$ cat src/rtl/pic_seq_pkg.sv
// pic_seq_pkg: shared types and helpers for the PIC cascade sequencer.
//   state_t     - sequencer FSM states
//   wr_tgt_t    - write target: {MASTER, SLAVE} x {ICW1, ICW2_4}
//   ICW1_*      - bit positions inside ICW1
//   slot_*      - helpers for the 8-entry write list
//                 (slots 0..3 = master ICW1..4, slots 4..7 = slave ICW1..4)
package pic_seq_pkg;

  typedef enum logic [2:0] {
    S_IDLE, S_WR, S_GAP, S_READY,
    S_ACK1_LO, S_ACK1_HI, S_ACK2_LO, S_ACK2_HI
  } state_t;

  localparam int ICW1_SNGL = 1;
  localparam int ICW1_IC4  = 0;

  typedef enum logic [1:0] {
    T_M_ICW1   = 2'b00,
    T_M_ICW2_4 = 2'b01,
    T_S_ICW1   = 2'b10,
    T_S_ICW2_4 = 2'b11
  } wr_tgt_t;

  // Slot bit 2 selects slave; any slot other than ICW1 goes to the ICW2_4 strobe.
  function automatic wr_tgt_t slot_target(input logic [2:0] slot);
    return wr_tgt_t'({slot[2], slot[1:0] != 2'd0});
  endfunction

  // Which slots are actually written, derived from the two ICW1 values.
  function automatic logic [7:0] slot_valid(input logic [7:0] m_icw1,
                                            input logic [7:0] s_icw1);
    logic [7:0] v;
    v[0] = 1'b1;
    v[1] = 1'b1;
    v[2] = ~m_icw1[ICW1_SNGL];
    v[3] = m_icw1[ICW1_IC4];
    v[4] = 1'b1;
    v[5] = 1'b1;
    v[6] = ~s_icw1[ICW1_SNGL];
    v[7] = s_icw1[ICW1_IC4];
    // Single-mode master has no slave behind it.
    if (m_icw1[ICW1_SNGL]) v[7:4] = 4'b0000;
    return v;
  endfunction

  // First valid slot after cur; returns {found, slot}.
  function automatic logic [3:0] next_slot(input logic [2:0] cur,
                                           input logic [7:0] valid);
    logic [3:0] r;
    r = 4'b0000;
    for (int j = 7; j >= 0; j--)
      if (j > int'(cur) && valid[j]) r = {1'b1, 3'(j)};
    return r;
  endfunction

  function automatic int max4(input int a, input int b, input int c, input int d);
    int m;
    m = a;
    if (b > m) m = b;
    if (c > m) m = c;
    if (d > m) m = d;
    return m;
  endfunction

endpackage

$ cat src/rtl/pic_seq_timer.sv
// pic_seq_timer: loadable down-counter shared by the WR, GAP and ACK states.
//   clk, rst  - clock, async active-high reset
//   load      - load load_val this cycle (asserted on every state entry)
//   load_val  - phase length minus one
//   done      - counter has reached zero (last cycle of the phase)
// The counter stops at zero rather than wrapping.
module pic_seq_timer #(
  parameter int W = 2
) (
  input  logic         clk,
  input  logic         rst,
  input  logic         load,
  input  logic [W-1:0] load_val,
  output logic         done
);

  logic [W-1:0] count;

  always_ff @(posedge clk or posedge rst) begin
    if (rst)                count <= '0;
    else if (load)          count <= load_val;
    else if (count != '0)   count <= count - 1'b1;
  end

  assign done = (count == '0);

endmodule

$ cat src/rtl/pic_cascade_sequencer.sv
// pic_cascade_sequencer: programs ICW1-ICW4 into a master/slave PIC pair over a
// shared data bus, then answers master INT with a two-pulse INTA (ack_n) cycle
// and captures the vector.
//   clk, rst          - clock, async active-high reset
//   start             - (re)initialise; honoured in IDLE and READY
//   master_int        - master PIC INT
//   ctrl_logic_data   - master vector output
//   data_bus          - shared internal bus to both PICs
//   m_/s_wr_icw1      - ICW1 write strobes
//   m_/s_wr_icw2_4    - ICW2/3/4 write strobes
//   ack_n             - INTA to both PICs, active low
//   vector            - last captured vector
//   vector_valid      - one-cycle pulse when vector updates
//   init_done         - both PICs programmed
//   busy              - sequencing writes or an INTA cycle
// All outputs are registered from the current state, so they appear one cycle
// after the state is entered.
module pic_cascade_sequencer
  import pic_seq_pkg::*;
#(
  parameter logic [7:0] M_ICW1 = 8'h01,
  parameter logic [7:0] M_ICW2 = 8'hA8,
  parameter logic [7:0] M_ICW3 = 8'h04,
  parameter logic [7:0] M_ICW4 = 8'h03,
  parameter logic [7:0] S_ICW1 = 8'h01,
  parameter logic [7:0] S_ICW2 = 8'hA8,
  parameter logic [7:0] S_ICW3 = 8'h02,
  parameter logic [7:0] S_ICW4 = 8'h03,
  parameter int STROBE_CYCLES = 1,
  parameter int GAP_CYCLES    = 1,
  parameter int ACK_LOW       = 2,
  parameter int ACK_HIGH      = 2
) (
  input  logic       clk,
  input  logic       rst,
  input  logic       start,
  input  logic       master_int,
  input  logic [7:0] ctrl_logic_data,
  output logic [7:0] data_bus,
  output logic       m_wr_icw1,
  output logic       m_wr_icw2_4,
  output logic       s_wr_icw1,
  output logic       s_wr_icw2_4,
  output logic       ack_n,
  output logic [7:0] vector,
  output logic       vector_valid,
  output logic       init_done,
  output logic       busy
);

  localparam int MAXC = max4(STROBE_CYCLES, GAP_CYCLES, ACK_LOW, ACK_HIGH);
  localparam int CW   = $clog2(MAXC) + 1;

  localparam logic [CW-1:0] LD_STB = CW'(STROBE_CYCLES - 1);
  localparam logic [CW-1:0] LD_GAP = CW'(GAP_CYCLES - 1);
  localparam logic [CW-1:0] LD_LO  = CW'(ACK_LOW - 1);
  localparam logic [CW-1:0] LD_HI  = CW'(ACK_HIGH - 1);

  // Write-list ROM: data per slot plus valid bits.
  localparam logic [7:0][7:0] WDATA = {S_ICW4, S_ICW3, S_ICW2, S_ICW1,
                                       M_ICW4, M_ICW3, M_ICW2, M_ICW1};
  localparam logic [7:0]      WVALID = slot_valid(M_ICW1, S_ICW1);

  state_t        state, state_nxt;
  logic [2:0]    slot;
  logic [3:0]    nxt;
  wr_tgt_t       tgt;
  logic          tmr_load, tmr_done;
  logic [CW-1:0] tmr_val;

  assign nxt = next_slot(slot, WVALID);
  assign tgt = slot_target(slot);

  pic_seq_timer #(.W(CW)) u_timer (
    .clk      (clk),
    .rst      (rst),
    .load     (tmr_load),
    .load_val (tmr_val),
    .done     (tmr_done)
  );

  // Next state and timer reload on each state entry.
  always_comb begin
    state_nxt = state;
    tmr_load  = 1'b0;
    tmr_val   = '0;
    case (state)
      S_IDLE:
        if (start) begin
          state_nxt = S_WR; tmr_load = 1'b1; tmr_val = LD_STB;
        end
      S_READY:
        if (start) begin
          state_nxt = S_WR; tmr_load = 1'b1; tmr_val = LD_STB;
        end else if (master_int) begin
          state_nxt = S_ACK1_LO; tmr_load = 1'b1; tmr_val = LD_LO;
        end
      S_WR:
        if (tmr_done) begin
          state_nxt = S_GAP; tmr_load = 1'b1; tmr_val = LD_GAP;
        end
      S_GAP:
        if (tmr_done) begin
          if (nxt[3]) begin
            state_nxt = S_WR; tmr_load = 1'b1; tmr_val = LD_STB;
          end else begin
            state_nxt = S_READY;
          end
        end
      S_ACK1_LO:
        if (tmr_done) begin
          state_nxt = S_ACK1_HI; tmr_load = 1'b1; tmr_val = LD_HI;
        end
      S_ACK1_HI:
        if (tmr_done) begin
          state_nxt = S_ACK2_LO; tmr_load = 1'b1; tmr_val = LD_LO;
        end
      S_ACK2_LO:
        if (tmr_done) begin
          state_nxt = S_ACK2_HI; tmr_load = 1'b1; tmr_val = LD_HI;
        end
      S_ACK2_HI:
        if (tmr_done) state_nxt = S_READY;
      default: state_nxt = S_IDLE;
    endcase
  end

  always_ff @(posedge clk or posedge rst) begin
    if (rst) begin
      state        <= S_IDLE;
      slot         <= '0;
      data_bus     <= '0;
      m_wr_icw1    <= 1'b0;
      m_wr_icw2_4  <= 1'b0;
      s_wr_icw1    <= 1'b0;
      s_wr_icw2_4  <= 1'b0;
      ack_n        <= 1'b1;
      vector       <= '0;
      vector_valid <= 1'b0;
      init_done    <= 1'b0;
      busy         <= 1'b0;
    end else begin
      state <= state_nxt;

      if ((state == S_IDLE || state == S_READY) && start)
        slot <= '0;
      else if (state == S_GAP && tmr_done && nxt[3])
        slot <= nxt[2:0];

      data_bus    <= (state == S_WR || state == S_GAP) ? WDATA[slot] : 8'h00;
      m_wr_icw1   <= (state == S_WR) && (tgt == T_M_ICW1);
      m_wr_icw2_4 <= (state == S_WR) && (tgt == T_M_ICW2_4);
      s_wr_icw1   <= (state == S_WR) && (tgt == T_S_ICW1);
      s_wr_icw2_4 <= (state == S_WR) && (tgt == T_S_ICW2_4);

      ack_n <= !(state == S_ACK1_LO || state == S_ACK2_LO);

      // Vector is taken on the last low cycle of the second INTA pulse.
      vector_valid <= 1'b0;
      if (state == S_ACK2_LO && tmr_done) begin
        vector       <= ctrl_logic_data;
        vector_valid <= 1'b1;
      end

      // Sticky through INTA cycles; cleared once re-initialisation starts.
      if (state == S_READY)   init_done <= 1'b1;
      else if (state == S_WR) init_done <= 1'b0;

      busy <= !(state == S_IDLE || state == S_READY);
    end
  end

endmodule

$ cat config.mk
export PLATFORM = sky130hd
export DESIGN_NAME = pic_cascade_sequencer
export DESIGN_NICKNAME = d
export VERILOG_FILES = /design/src/rtl/pic_seq_pkg.sv /design/src/rtl/pic_seq_timer.sv /design/src/rtl/pic_cascade_sequencer.sv
export SDC_FILE = /design/constraint.sdc
export NUM_CORES = 1
export LEC_CHECK = 0
export ABC_AREA = 1
export CAP_MARGIN = 20
export CORE_UTILIZATION = 43
export DETAILED_ROUTE_END_ITERATION = 7
export PLACE_DENSITY = 0.77
export RECOVER_POWER = 25
export SLEW_MARGIN = 30
export SYNTH_ARGS = -nofsm -noshare
export SYNTH_HDL_FRONTEND = slang
export SYNTH_SLANG_ARGS = --single-unit
$ cat constraint.sdc
create_clock -name clk -period 1.18 [get_ports clk]
set_input_delay 0.118 -clock clk [delete_from_list [all_inputs] [get_ports clk]]
set_output_delay 0.118 -clock clk [all_outputs]
set_load 0.01 [all_outputs]
==> flow_summary.html <==
<table>
<tr><th>Metric</th><th>Value</th></tr>
<tr><th colspan="2">Outcome</th></tr>
<tr><td>Status</td><td>finished with violations</td></tr>
<tr><td>Failing checks</td><td>setup timing</td></tr>
<tr><th colspan="2">Synth</th></tr>
<tr><td>Post-synth design cell area</td><td>between 1000 and 1500 sq um</td></tr>
<tr><td>Number of warnings printed during yosys synthesis</td><td>0</td></tr>
<tr><td>Count of cell types in the netlist</td><td>24</td></tr>
<tr><td>Avg Synthesized Cell Area</td><td>8.426 sq um</td></tr>
<tr><td>Sequential cell area fraction in the yosys report</td><td>51.42%</td></tr>
<tr><td>Post-synthesis cell count</td><td>162</td></tr>
<tr><td>Flop and latch count out of synthesis</td><td>28</td></tr>
<tr><th colspan="2">Flow run</th></tr>
<tr><td>Max-cap violations</td><td>0</td></tr>
<tr><th colspan="2">Setup path</th></tr>
<tr><td>Critical path data required time</td><td>roughly 1.4 ns</td></tr>
<tr><td>Type of element capturing the critical path</td><td>register</td></tr>
<tr><td>Worst reg-to-reg path cell count</td><td>8</td></tr>
<tr><td>Arrival time of the worst setup path</td><td>1.57 ns</td></tr>
<tr><td>Crit Path Category</td><td>register to register</td></tr>
<tr><td>Launching instance or port of the critical path</td><td>slot[1]</td></tr>
<tr><td>Reg-to-Reg Start</td><td>slot[1]</td></tr>
<tr><td>Reg2Reg Setup Slack</td><td>-0.16 ns</td></tr>
<tr><td>Endpoint of the most critical register-to-register path</td><td>state[1]</td></tr>
<tr><td>Startpoint Class</td><td>register</td></tr>
<tr><td>Critical path endpoint</td><td>state[1]</td></tr>
<tr><td>Worst-path maximum fanout</td><td>5</td></tr>
<tr><th colspan="2">Detailed routing</th></tr>
<tr><td>Number of iterations in the first detailed-routing pass</td><td>4</td></tr>
<tr><td>Final ANT Viol Nets</td><td>0</td></tr>
<tr><td>Routed WL</td><td>approximately 3600 um</td></tr>
<tr><td>Avg WL per Cell</td><td>13.73 um</td></tr>
<tr><td>Mean number of vias per cell</td><td>about 5.0</td></tr>
<tr><td>Drt drc</td><td>0</td></tr>
<tr><td>Via count</td><td>1,302</td></tr>
<tr><td>Initial drt markers</td><td>between 40 and 50</td></tr>
<tr><th colspan="2">Clocking</th></tr>
<tr><td>Number of buffers added to fix hold violations after cts</td><td>0</td></tr>
<tr><td>Register clock-pin slew on the reported worst setup and hold paths</td><td>0.15 ns</td></tr>
<tr><td>Number of buffers created by CTS</td><td>3</td></tr>
<tr><td>Clock Root Buffer</td><td>sky130_fd_sc_hd__clkbuf_4</td></tr>
<tr><td>Clock tree from TritonCTS</td><td>done</td></tr>
<tr><td>Clk sinks</td><td>28</td></tr>
<tr><td>Insertion delay of the later-clocked pin in the worst-skew pair</td><td>0.32 ns</td></tr>
<tr><td>Maximum clock path buffer count</td><td>2</td></tr>
<tr><td>H-tree depth</td><td>1</td></tr>
<tr><th colspan="2">Floorplanning</th></tr>
<tr><td>Initial cell density of the core</td><td>45.08%</td></tr>
<tr><td>Boundary Pins</td><td>36</td></tr>
<tr><td>Horizontal die dimension</td><td>58.35 um</td></tr>
<tr><td>Die outline height</td><td>58.35 um</td></tr>
<tr><td>Area of the core region</td><td>around 3000 sq um</td></tr>
<tr><td>Cell row count</td><td>20</td></tr>
<tr><td>Die ar.</td><td>3404 sq um</td></tr>
<tr><th colspan="2">STA</th></tr>
<tr><td>Slew at the pin with the worst max-slew slack</td><td>0.6666 ns</td></tr>
<tr><td>Final period utilization</td><td>113.2%</td></tr>
<tr><td>Min setup slack post-route</td><td>-0.1556 ns</td></tr>
<tr><td>Max-slew headroom</td><td>~56%</td></tr>
<tr><td>Total negative setup slack</td><td>-0.4852 ns</td></tr>
<tr><td>Pins over their slew limit</td><td>0</td></tr>
<tr><td>Final setup viols</td><td>7</td></tr>
<tr><td>Final min period</td><td>1.336 ns</td></tr>
<tr><td>FMAX</td><td>around 750 MHz</td></tr>
<tr><td>Setup repair after global routing missed its margin</td><td>yes</td></tr>
<tr><td>Final number of hold-violating endpoints</td><td>0</td></tr>
<tr><td>Clock Skews</td><td>0.001740 ns</td></tr>
<tr><th colspan="2">Global route</th></tr>
<tr><td>Initial antenna violation count</td><td>0</td></tr>
<tr><td>Wire length of the first global-routing pass</td><td>about 5000 um</td></tr>
<tr><td>Pin count of the biggest net entering global routing</td><td>29</td></tr>
<tr><td>GRT Resource Usage Total</td><td>19.72%</td></tr>
<tr><td>Vias in the first global route</td><td>1,177</td></tr>
<tr><td>Sum of overflow across all layers after global routing</td><td>0</td></tr>
<tr><th colspan="2">Placed design</th></tr>
<tr><td>Placed instance count</td><td>250</td></tr>
<tr><td>Placer's final routability congestion estimate</td><td>0.8439</td></tr>
<tr><td>DPL Wire Length</td><td>2292 um</td></tr>
<tr><td>Input/output buffers</td><td>33</td></tr>
<tr><th colspan="2">Cells and area</th></tr>
<tr><td>Area occupied by multi-input gates</td><td>704.4 sq um</td></tr>
<tr><td>Commonest non-fill, non-tap cell in the layout</td><td>sky130_fd_sc_hd__nand2_1</td></tr>
<tr><td>Signed area change from the synthesized netlist to the final layout</td><td>53.07%</td></tr>
<tr><td>Commonest cells after routing, fill and taps aside</td><td>sky130_fd_sc_hd__nand2_1, sky130_fd_sc_hd__dfrtp_1, sky130_fd_sc_hd__buf_4, sky130_fd_sc_hd__dlygate4sd2_1, sky130_fd_sc_hd__inv_1</td></tr>
<tr><td>Ant diodes</td><td>0</td></tr>
<tr><td>Count of fill cells added during filler insertion</td><td>235</td></tr>
<tr><td>Sequential standard cell area</td><td>around 700 sq um</td></tr>
<tr><td>Final Instance Count excl. Fillers</td><td>262</td></tr>
<tr><td>Share of post-route cells with drive strength above 1</td><td>35.78%</td></tr>
<tr><td>Final-stage net count</td><td>236</td></tr>
<tr><th colspan="2">Pwr</th></tr>
<tr><td>Peak supply drop</td><td>1.176 mV</td></tr>
<tr><td>Cell Pwr Density</td><td>2513 nW/um^2</td></tr>
<tr><td>Total power after layout</td><td>5.252 mW</td></tr>
<tr><td>Static leakage power</td><td>1.074 nW</td></tr>
<tr><th colspan="2">Worst hold path</th></tr>
<tr><td>Worst hold path class</td><td>input pin to register</td></tr>
</table>
## critical path, stage by stage, from the launching register on
cell                      delay [ns]
sky130_fd_sc_hd__dfrtp_2        0.50
sky130_fd_sc_hd__buf_6          0.15
sky130_fd_sc_hd__nor2_4         0.16
sky130_fd_sc_hd__nor2_4         0.05
sky130_fd_sc_hd__nand2_4        0.08
sky130_fd_sc_hd__buf_6          0.10
sky130_fd_sc_hd__nand3_2        0.06
sky130_fd_sc_hd__nand2_1        0.09
sky130_fd_sc_hd__nand2_1        0.06
## cell usage after synthesis (all sizes together)
| library cell | number | share of area, % |
|---|---|---|
| a211oi | 1 | 0.92 |
| a21oi | 2 | 0.73 |
| a31oi | 1 | 0.46 |
| buf | 5 | 2.6 |
| conb | 1 | 0.27 |
| dfrtp | 27 | 49 |
| dfstp | 1 | 1.9 |
| ha | 5 | 4.6 |
| inv | 21 | 6.1 |
| nand2 | 55 | 16 |
| nand3 | 12 | 5.5 |
| nand4 | 3 | 1.4 |
| nor2 | 14 | 4.6 |
| nor3 | 8 | 2.9 |
| o211ai | 1 | 0.55 |
| o21ai | 4 | 1.5 |
| xnor2 | 1 | 0.64 |
## how the worst min path moves through the flow
stage	start	cells after the start	to	slack [ns]
4_1_cts	rst	3	s_wr_icw1	0.13
2_1_floorplan	rst	1	busy	0.18
3_3_place_gp	vector[6]	2	vector[6]	0.46
3_5_place_dp	vector[4]	2	vector[4]	0.47
6_report	ctrl_logic_data[0]	3	vector[0]	0.32
5_1_grt	ctrl_logic_data[6]	3	vector[6]	0.31
## cell type report
cell class,count,share of cell area [%]
Sequential cell,28,33.89
Multi-Input combinational cell,109,33.71
Timing Repair Buffer,55,22.40
Inverter,21,4.491
Tap cell,44,2.635
Clock inverter,1,1.437
Clock buffer,3,1.078
Timing Repair inverter,1,0.3593
## layer usage
layer / wire length [um] / track usage (%) / vias to the layer above
met5: 0 / 0 / -
met4: 91 / 5.102 / 0
met3: 248 / 3.077 / 12
met2: 1827 / 36.45 / 68
met1: 1429 / 23.98 / 606
li1: - / - / 616
## registers in the layout, indices dropped and copies added (netlist names)
signal         flops
ack_n              1
busy               1
data_bus           4
init_done          1
m_wr_icw1          1
m_wr_icw2_4        1
s_wr_icw1          1
s_wr_icw2_4        1
slot               3
state              3
u_timer.count      2
vector             8
vector_valid       1
## where the power goes
group / switching (mW) / total [mW] / internal [mW] / leakage (nW)
clock: 0.286 / 0.629 / 0.343 / 0.0279
combinational: 1.67 / 3.00 / 1.33 / 0.696
sequential: 0.289 / 1.62 / 1.33 / 0.350
total: 2.24 / 5.25 / 3.01 / 1.07
## repair_timing
item                                   CTS  global route
gates resized for setup                 51            30
gates cloned                             0             1
setup endpoints to repair               38            22
setup buffers                            4             3
pin swaps                                9            10
endpoints found under the hold margin    0             0
## cell families (layout without fill, tap and decap cells)
kind of cell / Yosys count / after routing / share of synthesized area, %
simple gates: 92 / 92 / 30.25
flops: 28 / 28 / 51.42
buf+inv: 26 / 81 / 8.707
compound gates: 9 / 9 / 4.124
fa+ha+maj: 5 / 5 / 4.583
other cells: 1 / 2 / 0.2747
xor+xnor: 1 / 1 / 0.6417
## stage by stage
stage,hold WS (ns),cell area [sq um],util [%],worst slack [ns]
3_5_place_dp,0.4702,1854,61.24,-0.1205
6_report,0.3155,2090,69.01,-0.1556
3_3_place_gp,0.4620,1854,61.24,-0.05711
2_1_floorplan,0.1827,1381,-,-0.02567
5_1_grt,0.3116,2090,69.01,-0.1884
4_1_cts,0.1314,1977,65.29,-0.1272
No activity file was read; power rests on OpenSTA's default activity.
